--- src/rtl/fetch_pkg.sv ---
// Shared types and constants for the instruction-fetch sequencer.
// Opcode values live here so decode-side code can agree on them.
package fetch_pkg;

    localparam int ADDR_W_DEF = 4;
    localparam int DATA_W_DEF = 8;

    localparam logic [3:0] OP_HALT = 4'hF;
    localparam logic [3:0] OP_JMP  = 4'hE;

    typedef enum logic [2:0] {
        S_IDLE,
        S_FETCH,
        S_ISSUE,
        S_HALT,
        S_ERROR
    } state_t;

endpackage

--- src/rtl/fetch_sequencer_if.sv ---
// Memory-side req/ack bus and decode-side valid/ready bus of the fetch sequencer.
// The sequencer uses the master view; memory and decode models use the slave view.
interface fetch_sequencer_if #(
    parameter int ADDR_W = 4,
    parameter int DATA_W = 8
);
    logic              imem_req;
    logic [ADDR_W-1:0] imem_addr;
    logic              imem_ack;
    logic [DATA_W-1:0] imem_data;

    logic [DATA_W-1:0] instr;
    logic              instr_valid;
    logic              instr_ready;
    logic              branch_taken;
    logic [ADDR_W-1:0] branch_target;

    modport master (
        output imem_req,
        output imem_addr,
        input  imem_ack,
        input  imem_data,
        output instr,
        output instr_valid,
        input  instr_ready,
        input  branch_taken,
        input  branch_target
    );

    modport slave (
        input  imem_req,
        input  imem_addr,
        output imem_ack,
        output imem_data,
        input  instr,
        input  instr_valid,
        output instr_ready,
        output branch_taken,
        output branch_target
    );

endinterface

--- src/rtl/pc_core.sv ---
// Program-counter register: load has priority over increment,
// and increment wraps naturally at 2^ADDR_W.
module pc_core
    import fetch_pkg::*;
#(
    parameter int ADDR_W = ADDR_W_DEF
) (
    input  logic              clk,
    input  logic              rst,
    input  logic              load,
    input  logic [ADDR_W-1:0] next_pc,
    input  logic              inc,
    output logic [ADDR_W-1:0] pc
);

    localparam logic [ADDR_W-1:0] ONE = {{(ADDR_W-1){1'b0}}, 1'b1};

    logic [ADDR_W-1:0] pc_reg;

    always_ff @(posedge clk or posedge rst) begin
        if (rst) begin
            pc_reg <= '0;
        end else if (load) begin
            pc_reg <= next_pc;
        end else if (inc) begin
            pc_reg <= pc_reg + ONE;
        end
    end

    assign pc = pc_reg;

endmodule

--- src/rtl/fetch_sequencer.sv ---
// Instruction-fetch controller: fetches one word at a time over req/ack, presents
// it to decode over valid/ready, then steps, jumps, branches or halts the PC.
module fetch_sequencer
    import fetch_pkg::*;
#(
    parameter int ADDR_W      = ADDR_W_DEF,
    parameter int DATA_W      = DATA_W_DEF,
    parameter int MEM_TIMEOUT = 8,
    parameter int CNT_W       = 8
) (
    input  logic                clk,
    input  logic                rst,
    input  logic                start,
    input  logic                halt_req,
    fetch_sequencer_if.master   bus,
    output logic [ADDR_W-1:0]   pc,
    output logic                busy,
    output logic                halted,
    output logic                error,
    output logic [CNT_W-1:0]    retired
);

    localparam int TMO_W = $clog2(MEM_TIMEOUT + 1);
    localparam logic [TMO_W-1:0] TMO_LAST = TMO_W'(MEM_TIMEOUT - 1);
    localparam logic [TMO_W-1:0] TMO_ONE  = TMO_W'(1);
    localparam logic [CNT_W-1:0] CNT_ONE  = CNT_W'(1);

    state_t            state_reg;
    state_t            state_next;
    logic [DATA_W-1:0] instr_reg;
    logic              valid_reg;
    logic              req_reg;
    logic              busy_reg;
    logic              halted_reg;
    logic              error_reg;
    logic [CNT_W-1:0]  retired_reg;
    logic [TMO_W-1:0]  tmo_reg;
    logic              halt_latch_reg;

    logic [ADDR_W-1:0] pc_w;
    logic              pc_load;
    logic              pc_inc;
    logic [ADDR_W-1:0] pc_next;

    logic [3:0]        opcode;
    logic [ADDR_W-1:0] imm;
    logic              is_halt;
    logic              is_jmp;
    logic              handshake;
    logic              halt_pending;
    logic              tmo_expired;

    assign opcode       = instr_reg[DATA_W-1 -: 4];
    assign imm          = instr_reg[ADDR_W-1:0];
    assign is_halt      = (opcode == OP_HALT);
    assign is_jmp       = (opcode == OP_JMP);
    assign handshake    = (state_reg == S_ISSUE) && valid_reg && bus.instr_ready;
    assign halt_pending = halt_latch_reg | halt_req;
    assign tmo_expired  = (tmo_reg == TMO_LAST);

    // A jump outranks a decode redirect; HALT leaves the PC alone entirely.
    always_comb begin
        pc_load = 1'b0;
        pc_inc  = 1'b0;
        pc_next = is_jmp ? imm : bus.branch_target;
        if (handshake && !is_halt) begin
            if (is_jmp || bus.branch_taken) begin
                pc_load = 1'b1;
            end else begin
                pc_inc = 1'b1;
            end
        end
    end

    always_comb begin
        state_next = state_reg;
        case (state_reg)
            S_IDLE: begin
                if (start) begin
                    state_next = halt_pending ? S_HALT : S_FETCH;
                end
            end
            S_FETCH: begin
                if (bus.imem_ack) begin
                    state_next = S_ISSUE;
                end else if (tmo_expired) begin
                    state_next = S_ERROR;
                end
            end
            S_ISSUE: begin
                if (handshake) begin
                    if (is_halt || halt_pending) begin
                        state_next = S_HALT;
                    end else begin
                        state_next = S_FETCH;
                    end
                end
            end
            S_HALT: begin
                if (start) begin
                    state_next = S_FETCH;
                end
            end
            S_ERROR: begin
                if (start) begin
                    state_next = S_FETCH;
                end
            end
            default: state_next = S_IDLE;
        endcase
    end

    // Status outputs are registered from the next state so they line up with state_reg.
    always_ff @(posedge clk or posedge rst) begin
        if (rst) begin
            state_reg      <= S_IDLE;
            instr_reg      <= '0;
            valid_reg      <= 1'b0;
            req_reg        <= 1'b0;
            busy_reg       <= 1'b0;
            halted_reg     <= 1'b0;
            error_reg      <= 1'b0;
            retired_reg    <= '0;
            tmo_reg        <= '0;
            halt_latch_reg <= 1'b0;
        end else begin
            state_reg  <= state_next;
            req_reg    <= (state_next == S_FETCH);
            valid_reg  <= (state_next == S_ISSUE);
            busy_reg   <= (state_next == S_FETCH) || (state_next == S_ISSUE);
            halted_reg <= (state_next == S_HALT);
            error_reg  <= (state_next == S_ERROR);

            if ((state_reg == S_FETCH) && bus.imem_ack) begin
                instr_reg <= bus.imem_data;
            end

            if ((state_reg == S_FETCH) && !bus.imem_ack && !tmo_expired) begin
                tmo_reg <= tmo_reg + TMO_ONE;
            end else begin
                tmo_reg <= '0;
            end

            if (state_next == S_HALT) begin
                halt_latch_reg <= 1'b0;
            end else if (halt_req && (state_reg != S_HALT)) begin
                halt_latch_reg <= 1'b1;
            end

            if (handshake && (retired_reg != {CNT_W{1'b1}})) begin
                retired_reg <= retired_reg + CNT_ONE;
            end
        end
    end

    pc_core #(
        .ADDR_W (ADDR_W)
    ) u_pc_core (
        .clk     (clk),
        .rst     (rst),
        .load    (pc_load),
        .next_pc (pc_next),
        .inc     (pc_inc),
        .pc      (pc_w)
    );

    assign bus.imem_req    = req_reg;
    assign bus.imem_addr   = pc_w;
    assign bus.instr       = instr_reg;
    assign bus.instr_valid = valid_reg;

    assign pc      = pc_w;
    assign busy    = busy_reg;
    assign halted  = halted_reg;
    assign error   = error_reg;
    assign retired = retired_reg;

endmodule

--- src/flat_wrapper.sv ---
// flat-port wrapper written by rule: the top's interface ports become plain ports
module fetch_sequencer_flat import fetch_pkg::*;
#(
    parameter int ADDR_W      = ADDR_W_DEF,
    parameter int DATA_W      = DATA_W_DEF,
    parameter int MEM_TIMEOUT = 8,
    parameter int CNT_W       = 8
)
  (clk, rst, start, halt_req, pc, busy, halted, error, retired, bus_imem_req, bus_imem_addr, bus_imem_ack, bus_imem_data, bus_instr, bus_instr_valid, bus_instr_ready, bus_branch_taken, bus_branch_target);
  fetch_sequencer_if #(.ADDR_W(ADDR_W), .DATA_W(DATA_W)) bus_i ();
  input  logic clk;
  input  logic rst;
  input  logic start;
  input  logic halt_req;
  output logic [ADDR_W-1:0] pc;
  output logic busy;
  output logic halted;
  output logic error;
  output logic [CNT_W-1:0] retired;
  output wire logic [$bits(bus_i.imem_req)-1:0] bus_imem_req;
  output wire logic [$bits(bus_i.imem_addr)-1:0] bus_imem_addr;
  input wire logic [$bits(bus_i.imem_ack)-1:0] bus_imem_ack;
  input wire logic [$bits(bus_i.imem_data)-1:0] bus_imem_data;
  output wire logic [$bits(bus_i.instr)-1:0] bus_instr;
  output wire logic [$bits(bus_i.instr_valid)-1:0] bus_instr_valid;
  input wire logic [$bits(bus_i.instr_ready)-1:0] bus_instr_ready;
  input wire logic [$bits(bus_i.branch_taken)-1:0] bus_branch_taken;
  input wire logic [$bits(bus_i.branch_target)-1:0] bus_branch_target;
  assign bus_imem_req = bus_i.imem_req;
  assign bus_imem_addr = bus_i.imem_addr;
  assign bus_i.imem_ack = bus_imem_ack;
  assign bus_i.imem_data = bus_imem_data;
  assign bus_instr = bus_i.instr;
  assign bus_instr_valid = bus_i.instr_valid;
  assign bus_i.instr_ready = bus_instr_ready;
  assign bus_i.branch_taken = bus_branch_taken;
  assign bus_i.branch_target = bus_branch_target;
  fetch_sequencer #(.ADDR_W(ADDR_W), .DATA_W(DATA_W), .MEM_TIMEOUT(MEM_TIMEOUT), .CNT_W(CNT_W)) u_core (.clk(clk), .rst(rst), .start(start), .halt_req(halt_req), .bus(bus_i), .pc(pc), .busy(busy), .halted(halted), .error(error), .retired(retired));
endmodule
--- config.mk ---
export PLATFORM = sky130hd
export DESIGN_NAME = fetch_sequencer_flat
export DESIGN_NICKNAME = d
export VERILOG_FILES = /design/src/rtl/fetch_pkg.sv /design/src/rtl/fetch_sequencer_if.sv /design/src/rtl/pc_core.sv /design/src/rtl/fetch_sequencer.sv /design/src/flat_wrapper.sv
export SDC_FILE = /design/constraint.sdc
export NUM_CORES = 1
export LEC_CHECK = 0
export ABC_AREA = 1
export BUFFER_PORTS_ARGS = -buffer_cell sky130_fd_sc_hd__buf_2
export CORE_AREA = 2 2 58 60
export DETAILED_ROUTE_END_ITERATION = 10
export DIE_AREA = 0 0 60 62
export PLACE_DENSITY_LB_ADDON = 0.2
export SETUP_SLACK_MARGIN = 0.4
export SLEW_MARGIN = 20
export SYNTH_ARGS = -nofsm -noshare
export SYNTH_HDL_FRONTEND = slang
export SYNTH_HIERARCHICAL = 1
export SYNTH_SLANG_ARGS = --single-unit
--- constraint.sdc ---
create_clock -name clk -period 4.15 [get_ports clk]
set_input_delay 1.245 -clock clk [delete_from_list [all_inputs] [get_ports clk]]
set_output_delay 1.245 -clock clk [all_outputs]
set_load 0.01 [all_outputs]
==> reports/results.md <==
• 0 — MaxCap Viol Count
• 0.521 — starting density of the core
• 0.533 — post-route fraction of the period consumed by the critical path
• 0.97 ns — CP arrival
• 1660 um^2 — Mapped Area
• 2.90 ns — data required time at the worst endpoint
• 1910 um^2 — area post-placement
• 21 — FP Rows
• 291 — final non-filler cell total
• reg2out — critical setup path kind
• 0 — drc violations
• 0 — total congestion overflow after global routing
• 826 um^2 — area used by sequential logic in the layout
• 0 — number of setup violations in the final report
• 48 — IO Count
• 0.498 — top cell type's share of synthesized area
• 27 — number of distinct standard cells referenced by the synthesized netlist
• 609 nW/um^2 — power density cells
• 0.498 — sequential-to-total area share from yosys stat
• 0 — count of antenna diodes in the layout
• 266 — Post-layout nets
• flip-flops — kind of cell adding the most delay to the critical path
• 2.21 ns — Min Clock Period, post-route
• 195 — synthesized instance count
• false — RSZ-0062 raised after global routing
• 0 — number of max-slew violations in the final report
• done — clock tree from TritonCTS
• 0.624 — Core Util, Final
• dfrtp_1 — Synth Flop Type
• 5 — cts bufs inserted
• clkbuf_4 — root buffer selected by CTS
• nand2_1 — most instantiated library cell after synthesis
• 2 — # H-tree levels
• 30 — maximum number of pins on one net before global-route repair
• 217 — Post-Syn Nets
• 1245 — number of global-route vias before repair
• 3240 um — total wire length
• 0.47 ns — worst stage delay on the critical path
• 706 um^2 — Multi-input gate area
• 0.33 ns — worst-skew pair later-pin latency
• flop — Setup crit start kind
• 452 MHz — Max Freq
• 8.50 um^2 — average cell area after synthesis
• 0.873 — global placer's final weighted congestion
• 47 — PortBufs
• 1980 um^2 — final std cell area, no fill
• 0.09 ns — CTS clock-pin slew for the worst setup and hold paths
• finished clean — run status
• output port — nature of the critical path endpoint
• 62 um — floorplan die height
• 283 — DP Cell Count
• 0.618 — headroom to the max-slew limit
• 0 — number of synthesized flops with an enable pin
• reg2reg — Worst Hold Class
• 1 — CP bufs+invs
• 6 — yosys synthesis warning count
• 1.08 nW — leakage power of the design
• 0 — final-report hold violation count
• 4.73 — via density per instance
• buf_2 — sequence of cells on the critical path
• 2 — maximum number of buffers from clock root to sink
• dfrtp_1 — Yosys top cell by area
• 56 x nand2_1, 33 x dfrtp_1, 21 x inv_1 — Post-synth top cells
• 4 — first-pass detailed-route iteration total
• 0 — number of antenna violations at the first check in global routing
• dfrtp_1 — Max stage delay cell, worst path
• 0 — setup repair bufs after CTS
• 0 — post-detailed-route count of antenna-violating nets
• 0.572 ns — slew at the pin closest to its max-slew limit
• 1376 — vias after detailed routing
• 65 — Iteration-0 DRC Markers
• 33 — FF+latch count, synth
• 0 — CTS resizes
• 0.290 — fraction of final layout cells with drive strength greater than 1
• 7 — largest fanout on the critical path
• dfrtp_1 50%, nand2_1 13%, inv_1 4.8% — top area cells in the synthesized netlist
• 60 um — die extent in x
• 3720 um^2 — die area
• 0.250 mV — largest voltage drop on the vdd net
• 0 — hold buffer count at CTS
• 0.192 — GRT Overall Usage
• 0 ns — Setup TNS Final
• 291 — number of filler instances in the final layout
• 19.8% — Syn-to-layout area delta
• 1.00 — post-synthesis async set-or-reset flop share
• 2410 um — final HPWL from detailed placement
• 11.1 um — routed wirelength normalized by instance count
• 3180 um^2 — core region area
• 5190 um — global-route wire length before repair
• 0.00786 ns — Worst Skew
• 33 — total number of clock tree sinks
## metal layers
layer  vias up  share of wire  GRT usage
met2        36           0.45      0.309
met5         -              0          0
met4         0          0.015     0.0921
met3         6          0.056     0.0600
li1        714              -          -
met1       620           0.48      0.236
## stage by stage
stage          hold WS [ns]  total power (W)  setup WS, ns
6_report              0.476          0.00121          1.94
2_1_floorplan         0.432         0.000857          1.88
3_3_place_gp          0.454         0.000999          1.70
5_1_grt               0.492          0.00131          1.80
4_1_cts               0.479          0.00122          1.91
3_5_place_dp          0.465          0.00101          1.64
## final cells by class
class                   count  area share
clock inverters             1     0.00252
repair buffers             47       0.119
well taps                  46      0.0290
flip-flops and latches     33       0.416
inverters                  24      0.0454
multi-input cells         133       0.356
clock buffers               7      0.0328
## kinds of logic after synthesis
kind of cell,synth area share
AO/OA/AOI/OAI,0.0846
XOR/XNOR,0.0529
adder cells (fa/ha/maj),0.0227
buffers and inverters,0.0755
flip-flops,0.498
AND/OR/NAND/NOR,0.266
## cells in the final DEF, fill, tap and decap left out, types with 2 or more instances in the layout
cell      count
a21boi_0      2
a21oi_1       2
buf_2        47
clkbuf_4      5
clkbuf_8      2
dfrtp_1      33
ha_1          3
inv_1        20
inv_2         3
nand2_1      56
nand2_2       5
nand3_1       9
nand3_2       3
nand4_1       4
nor2_1       14
nor2_2        2
nor3_1        3
o21ai_0      10
o21ai_1       3
o41ai_1       2
xnor2_1       6
xor2_1        4
## report_power, final
group | internal (W) | total [W] | switching, W
logic | 0.000187 | 0.000472 | 0.000285
clock network | 0.0000982 | 0.000205 | 0.000107
registers | 0.000428 | 0.000531 | 0.000103
## final timing paths
| path | slack (ns) | start | endpoint | depth (start not counted) |
|---|---|---|---|---|
| max | 1.94 | u_core/retired[4] | retired[4] | 1 |
| min | 0.48 | u_core/tmo_reg[0] | u_core/tmo_reg[0] | 1 |
| max reg2reg | 2.37 | u_core/state_reg[0] | u_core/u_pc_core/pc[0] | 8 |
| min reg2reg | 0.48 | u_core/tmo_reg[0] | u_core/tmo_reg[0] | 1 |
| max in group asynchronous | 2.79 | rst | u_core/retired[7] | 2 |
| min in group asynchronous | 0.79 | rst | u_core/u_pc_core/pc[2] | 2 |
## worst register-to-register path, stage by stage (launching register included)
cell and delay, ns:
dfrtp_1 0.46, inv_2 0.10, nand3_2 0.11, nor2_4 0.16
nand2_1 0.08, nor2_1 0.29, nor2_1 0.16, a21boi_0 0.22
o21ai_1 0.10
(Power assumes the default switching activity.)
